==> config.mk <==
export PLATFORM = sky130hd
export DESIGN_NAME = uart_echo_bridge
export DESIGN_NICKNAME = d
export VERILOG_FILES = /design/src/rtl/uart_echo_bridge_pkg.sv /design/src/rtl/sync_fifo.sv /design/src/rtl/uart_echo_bridge.sv
export SDC_FILE = /design/constraint.sdc
export NUM_CORES = 1
export LEC_CHECK = 0
export ABC_AREA = 1
export CORE_ASPECT_RATIO = 0.75
export CORE_MARGIN = 10
export CORE_UTILIZATION = 50
export CTS_BUF_LIST = sky130_fd_sc_hd__clkbuf_8
export CTS_CLUSTER_DIAMETER = 60
export DETAILED_ROUTE_END_ITERATION = 8
export PLACE_DENSITY = 0.67
export SLEW_MARGIN = 20
export SYNTH_ARGS = -nofsm -noshare
export SYNTH_HDL_FRONTEND = slang
export SYNTH_HIERARCHICAL = 1
export SYNTH_SLANG_ARGS = --single-unit
==> constraint.sdc <==
create_clock -name i_clk -period 4 [get_ports i_clk]
set_input_delay 0.8 -clock i_clk [delete_from_list [all_inputs] [get_ports i_clk]]
set_output_delay 0.8 -clock i_clk [all_outputs]
set_load 0.05 [all_outputs]
==> src/rtl/uart_echo_bridge_pkg.sv <==
// Shared encodings for the UART echo bridge: transform modes, FSM states and
// the control characters used by the optional CR -> CR LF expansion
// (enabled by defining CRLF_EXPAND_EN).
package uart_echo_bridge_pkg;

  // Byte transform selected by the mode input
  localparam logic [1:0] MODE_PASS  = 2'd0;
  localparam logic [1:0] MODE_UPPER = 2'd1;
  localparam logic [1:0] MODE_INV   = 2'd2;
  localparam logic [1:0] MODE_INC   = 2'd3;

  typedef enum logic [1:0] {
    S_IDLE,
    S_START,
    S_BUSY,
    S_LF
  } state_e;

  localparam logic [7:0] CR = 8'h0D;
  localparam logic [7:0] LF = 8'h0A;

  // Distance between ASCII lower- and upper-case letters
  localparam logic [7:0] CASE_OFFSET = 8'h20;

  function automatic logic is_lower(input logic [7:0] c);
    return (c >= 8'h61) && (c <= 8'h7A);
  endfunction

endpackage

==> src/rtl/sync_fifo.sv <==
// Synchronous FIFO with power-of-two depth. The head entry is presented
// combinationally on o_rdata. The caller must never push when full without a
// simultaneous pop, nor pop when empty.
module sync_fifo #(
  parameter int unsigned DATA_W = 8,
  parameter int unsigned DEPTH  = 16
) (
  input  logic                   i_clk,
  input  logic                   i_rst_n,
  input  logic                   i_push,
  input  logic                   i_pop,
  input  logic [DATA_W-1:0]      i_wdata,
  output logic [DATA_W-1:0]      o_rdata,
  output logic [$clog2(DEPTH):0] o_level,
  output logic                   o_full,
  output logic                   o_empty
);

  localparam int unsigned AW = $clog2(DEPTH);
  localparam int unsigned LW = AW + 1;

  logic [DATA_W-1:0] r_mem [DEPTH];
  logic [AW-1:0]     r_wr_ptr;
  logic [AW-1:0]     r_rd_ptr;
  logic [LW-1:0]     r_level;

  // Storage write; contents need no reset since the level gates validity
  always_ff @(posedge i_clk) begin
    if (i_push) begin
      r_mem[r_wr_ptr] <= i_wdata;
    end
  end

  // Pointers wrap naturally at DEPTH; level tracks occupancy
  always_ff @(posedge i_clk or negedge i_rst_n) begin
    if (!i_rst_n) begin
      r_wr_ptr <= '0;
      r_rd_ptr <= '0;
      r_level  <= '0;
    end else begin
      if (i_push) begin
        r_wr_ptr <= r_wr_ptr + AW'(1);
      end
      if (i_pop) begin
        r_rd_ptr <= r_rd_ptr + AW'(1);
      end
      case ({i_push, i_pop})
        2'b10:   r_level <= r_level + LW'(1);
        2'b01:   r_level <= r_level - LW'(1);
        default: r_level <= r_level;
      endcase
    end
  end

  assign o_rdata = r_mem[r_rd_ptr];
  assign o_level = r_level;
  assign o_full  = (r_level == LW'(DEPTH));
  assign o_empty = (r_level == '0);

endmodule

==> src/rtl/uart_echo_bridge.sv <==
// Receive-to-transmit bridge: buffers received characters in a FIFO, applies
// a selectable transform at pop time and hands them to the UART transmitter.
// Defining CRLF_EXPAND_EN makes every transmitted CR be followed by an LF.
module uart_echo_bridge
  import uart_echo_bridge_pkg::*;
#(
  parameter int unsigned DATA_W        = 8,
  parameter int unsigned DEPTH         = 16,
  parameter int unsigned CNT_W         = 16,
  parameter int unsigned START_TIMEOUT = 4
) (
  input  logic                   i_clk,
  input  logic                   i_rst_n,
  input  logic                   i_rx_valid,
  input  logic [DATA_W-1:0]      i_rx_data,
  input  logic                   i_rx_error,
  input  logic                   i_tx_busy,
  output logic                   o_tx_start,
  output logic [DATA_W-1:0]      o_tx_data,
  input  logic [1:0]             i_mode,
  input  logic                   i_clr_ovf,
  output logic [$clog2(DEPTH):0] o_fifo_level,
  output logic                   o_empty,
  output logic                   o_full,
  output logic                   o_overflow,
  output logic [CNT_W-1:0]       o_rx_count,
  output logic [CNT_W-1:0]       o_tx_count
);

  localparam int unsigned TMR_W = $clog2(START_TIMEOUT + 1);

  state_e            r_state;
  logic              r_tx_start;
  logic [DATA_W-1:0] r_tx_data;
  logic [CNT_W-1:0]  r_tx_count;
  logic [CNT_W-1:0]  r_rx_count;
  logic              r_overflow;
  logic [TMR_W-1:0]  r_timer;
`ifdef CRLF_EXPAND_EN
  logic              r_lf_pend;
`endif

  logic              w_pop;
  logic              w_push;
  logic              w_drop;
  logic              w_full;
  logic              w_empty;
  logic [DATA_W-1:0] w_head;
  logic [DATA_W-1:0] w_upper;
  logic [DATA_W-1:0] w_xform;

  assign w_pop  = (r_state == S_IDLE) && !w_empty && !i_tx_busy;
  // A full FIFO still accepts a character when the head leaves in the same cycle
  assign w_push = i_rx_valid && !i_rx_error && (!w_full || w_pop);
  assign w_drop = i_rx_valid && !i_rx_error && w_full && !w_pop;

  sync_fifo #(
    .DATA_W (DATA_W),
    .DEPTH  (DEPTH)
  ) u_fifo (
    .i_clk   (i_clk),
    .i_rst_n (i_rst_n),
    .i_push  (w_push),
    .i_pop   (w_pop),
    .i_wdata (i_rx_data),
    .o_rdata (w_head),
    .o_level (o_fifo_level),
    .o_full  (w_full),
    .o_empty (w_empty)
  );

  // Case folding only makes sense for 8-bit ASCII characters
  if (DATA_W == 8) begin : g_upper
    assign w_upper = is_lower(w_head) ? (w_head - CASE_OFFSET) : w_head;
  end else begin : g_upper_pass
    assign w_upper = w_head;
  end

  // Transform of the FIFO head, using the mode of the popping cycle
  always_comb begin
    w_xform = w_head;
    unique case (i_mode)
      MODE_PASS:  w_xform = w_head;
      MODE_UPPER: w_xform = w_upper;
      MODE_INV:   w_xform = ~w_head;
      MODE_INC:   w_xform = w_head + DATA_W'(1);
      default:    w_xform = w_head;
    endcase
  end

  // Transmit handshake FSM with registered tx_start/tx_data/tx_count
  always_ff @(posedge i_clk or negedge i_rst_n) begin
    if (!i_rst_n) begin
      r_state    <= S_IDLE;
      r_tx_start <= 1'b0;
      r_tx_data  <= '0;
      r_tx_count <= '0;
      r_timer    <= '0;
`ifdef CRLF_EXPAND_EN
      r_lf_pend  <= 1'b0;
`endif
    end else begin
      r_tx_start <= 1'b0;
      unique case (r_state)
        S_IDLE: begin
          if (w_pop) begin
            r_tx_data  <= w_xform;
            r_tx_start <= 1'b1;
            r_timer    <= '0;
            r_state    <= S_START;
            if (r_tx_count != '1) begin
              r_tx_count <= r_tx_count + CNT_W'(1);
            end
`ifdef CRLF_EXPAND_EN
            r_lf_pend  <= (DATA_W == 8) && (w_xform == DATA_W'(CR));
`endif
          end
        end
        S_START: begin
          // A transmitter that never acknowledges must not stall the bridge
          if (i_tx_busy) begin
            r_state <= S_BUSY;
          end else if (r_timer == TMR_W'(START_TIMEOUT - 1)) begin
            r_state <= S_IDLE;
          end else begin
            r_timer <= r_timer + TMR_W'(1);
          end
        end
        S_BUSY: begin
          if (!i_tx_busy) begin
`ifdef CRLF_EXPAND_EN
            r_state <= r_lf_pend ? S_LF : S_IDLE;
`else
            r_state <= S_IDLE;
`endif
          end
        end
`ifdef CRLF_EXPAND_EN
        S_LF: begin
          // Inserted LF does not consume a FIFO entry
          if (!i_tx_busy) begin
            r_tx_data  <= DATA_W'(LF);
            r_tx_start <= 1'b1;
            r_timer    <= '0;
            r_lf_pend  <= 1'b0;
            r_state    <= S_START;
            if (r_tx_count != '1) begin
              r_tx_count <= r_tx_count + CNT_W'(1);
            end
          end
        end
`endif
        default: r_state <= S_IDLE;
      endcase
    end
  end

  // Receive counter and sticky overflow flag; a drop wins over a clear
  always_ff @(posedge i_clk or negedge i_rst_n) begin
    if (!i_rst_n) begin
      r_rx_count <= '0;
      r_overflow <= 1'b0;
    end else begin
      if (w_push && (r_rx_count != '1)) begin
        r_rx_count <= r_rx_count + CNT_W'(1);
      end
      if (w_drop) begin
        r_overflow <= 1'b1;
      end else if (i_clr_ovf) begin
        r_overflow <= 1'b0;
      end
    end
  end

  assign o_tx_start = r_tx_start;
  assign o_tx_data  = r_tx_data;
  assign o_empty    = w_empty;
  assign o_full     = w_full;
  assign o_overflow = r_overflow;
  assign o_rx_count = r_rx_count;
  assign o_tx_count = r_tx_count;

endmodule
==> results.ini <==
[sta]
grt_setup_unrepaired = false
maxSlewHeadroom = 0.431
finalSetupTns_ns = 0
fin_crit_sh = 0.765
fmax_mhz = 327
fin_skew_ns = 0.0162
hold_viol = 0
period_needed_ns = 3.06
tightest_slew_ns = 0.850
slew_violations = 0
holdWs_ns = 0.401
setup_viol = 0

[route]
drt-initial-drc-count = 585
drc = 0
drtPass1Iterations = 5
dr_total_vias = 6159
wl_per_cell_um = 16.5
final_antenna_net_count = 0
routed_wl_mm = 19.6
via_per_inst = 5.20

[yosys]
syn_area_per_cell_um2 = 10.1
synthesis.area_um2 = 8770
synthCells = 871
yosysSeqAreaShare = 0.609
syn-num-nets = 906
synth_cell_type_count = 39
synth-main-ff-cell = edfxtp_1
ys_seq_elements = 188
synth-edff-count = 128
ys_async_sr_fraction = 0.319
ys_warn_count = 6

[clock_tree]
path_clk_slew_ns = 0.10
cts_num_sinks = 188
cts_root_buffer = clkbuf_8
cts_buffer_depth = 2
ctsHoldBuffers = 0
cts_tree = yes
htreeDepth = 4
clock_latency_ns = 0.47
cts_resized = 0
cts_buffers = 17
cts_setup_buffers = 0

[worst_setup_path]
worst_ep_required_time_ns = 3.20
critPathKind = reg2out
cp_max_fo = 5
rr_endpoint = o_tx_data[5]
r2r_cells = 12
r2r-start = u_fifo/r_rd_ptr[2]
start_kind = flop
rrSetupSlack_ns = 0.96
critPathCaptureType = primary output
worstPathArrival_ns = 2.26

[pwr]
sw_frac_of_total = 0.445
power.internal_mw = 3.82
max-vdd-ir-drop_uv = 356
switchingPower_mw = 3.06
seq_power_share = 0.380
comb_power_share = 0.449
p_per_area_nw_per_um2 = 692
clkPwrFrac = 0.170
p_leak_nw = 3.96

[layout]
final_core_util = 0.584
layout.cells.non_filler = 1184
drive_gt1_frac = 0.0717
area_growth_pct = 13.3
num_antenna_cells = 0
layout_common_cells = nand2_1, nor2_1, edfxtp_1
nets = 970
layout_commonest_cell = nand2_1

[global_routing]
grtUsageMet1 = 0.232
grt_pass1_wl_mm = 31.5
first_global_vias = 5923
gr-max-usage-layer = met2
use_met2 = 0.261
gr-total-overflow = 0
track_usage = 0.170
grt_max_degree = 55
grtUsageMet3 = 0.0490
antenna_found_initial = 0

[job]
drv_cap = 0

[floorplan]
row_count = 41
die_w_um = 173
dieArea_um2 = 23300
coreArea_um2 = 17000
initial_core_util = 0.515
die_y_um = 135
io_pins = 65

[place]
place_congestion = 0.863
port_buffers = 64
hpwl_mm = 13.3
dp_cells = 1152

[outcome]
run_status = finished clean

[worst_hold_path]
hold_path_class = in2async

[cells in the mapped netlist (2+ instances only)]
cell,n,share of area
a21oi_1,6,0.0034
buf_2,17,0.0097
buf_4,5,0.0043
buf_6,7,0.0090
dfrtp_1,60,0.17
edfxtp_1,128,0.44
ha_1,19,0.027
inv_1,77,0.033
inv_2,6,0.0026
nand2_1,159,0.068
nand2_2,4,0.0029
nand3_1,79,0.045
nand3b_1,2,0.0017
nand4_1,9,0.0064
nor2_1,139,0.059
nor2_2,5,0.0036
nor3_1,5,0.0029
o211ai_1,22,0.019
o21ai_0,48,0.027
o21ai_1,17,0.0097
o22ai_1,2,0.0014
or2_2,3,0.0021
xnor2_1,12,0.012
xor2_1,25,0.025
[routing by layer]
layer,share of wire,wire (µm)
met1,0.48,9320
met2,0.44,8630
met4,0.011,212
met5,0,0
met3,0.072,1400
[power by group through the flow]
| stage | registers (mW) | clock network [mW] | logic [mW] |
|---|---|---|---|
| after floorplan | 3.08 | 0 | 1.78 |
| after global placement | 2.65 | 0 | 3.05 |
| after detailed placement | 2.66 | 0 | 3.08 |
| after CTS | 2.62 | 1.20 | 3.09 |
| after global routing | 2.66 | 1.28 | 3.43 |
| final | 2.62 | 1.17 | 3.09 |
[cell families (layout without fill, tap and decap cells)]
group / Yosys count / after routing / share of synthesized area
AND/OR/NAND/NOR: 412 / 412 / 0.201
XOR/XNOR: 37 / 37 / 0.0369
buffers and inverters: 115 / 192 / 0.0599
AO/OA/AOI/OAI: 100 / 100 / 0.0662
adder cells (fa/ha/maj): 19 / 19 / 0.0271
flip-flops: 188 / 188 / 0.609
[worst max-delay path, stage by stage, from the launching register on]
cell	delay (ns)
dfrtp_1	0.45
nor2_1	0.12
nand2_1	0.08
nor2_1	0.27
clkdlybuf4s50_1	0.87
[worst max-delay path by stage]
stage / start / endpoint
2_1_floorplan: u_fifo/o_level[0] / u_fifo/o_level[4]
3_3_place_gp: i_tx_busy / u_fifo/o_level[4]
3_5_place_dp: i_tx_busy / u_fifo/o_level[4]
4_1_cts: u_fifo/o_level[2] / o_full
5_1_grt: u_fifo/r_rd_ptr[2] / o_tx_data[5]
6_report: u_fifo/o_level[2] / o_full
[state kept, by name, summed over array words and instances (netlist names)]
signal / cells
o_overflow: 1
u_fifo/r_rd_ptr: 4
o_rx_count: 16
u_fifo/o_level: 5
o_tx_start: 1
r_timer: 3
u_fifo/r_wr_ptr: 4
o_tx_data: 8
u_fifo/r_mem: 128
r_state: 2
o_tx_count: 16
[cell type report]
type	instances	area [µm²]
Fill cell	1496	7090
Sequential cell	188	5350
Multi-Input combinational cell	568	2900
Timing Repair Buffer	75	718
Inverter	85	320
Tap cell	236	295
Clock buffer	17	234
Clock inverter	15	126
[stage by stage]
| stage | setup slack, ns | power [mW] | area [µm²] |
|---|---|---|---|
| 2_1_floorplan | 0.670 | 4.86 | 8770 |
| 3_3_place_gp | 0.760 | 5.70 | 9580 |
| 3_5_place_dp | 0.692 | 5.74 | 9580 |
| 4_1_cts | 0.883 | 6.91 | 9940 |
| 5_1_grt | 0.685 | 7.37 | 9940 |
| 6_report | 0.939 | 6.88 | 9940 |
No activity file was read; power rests on OpenSTA's default activity.
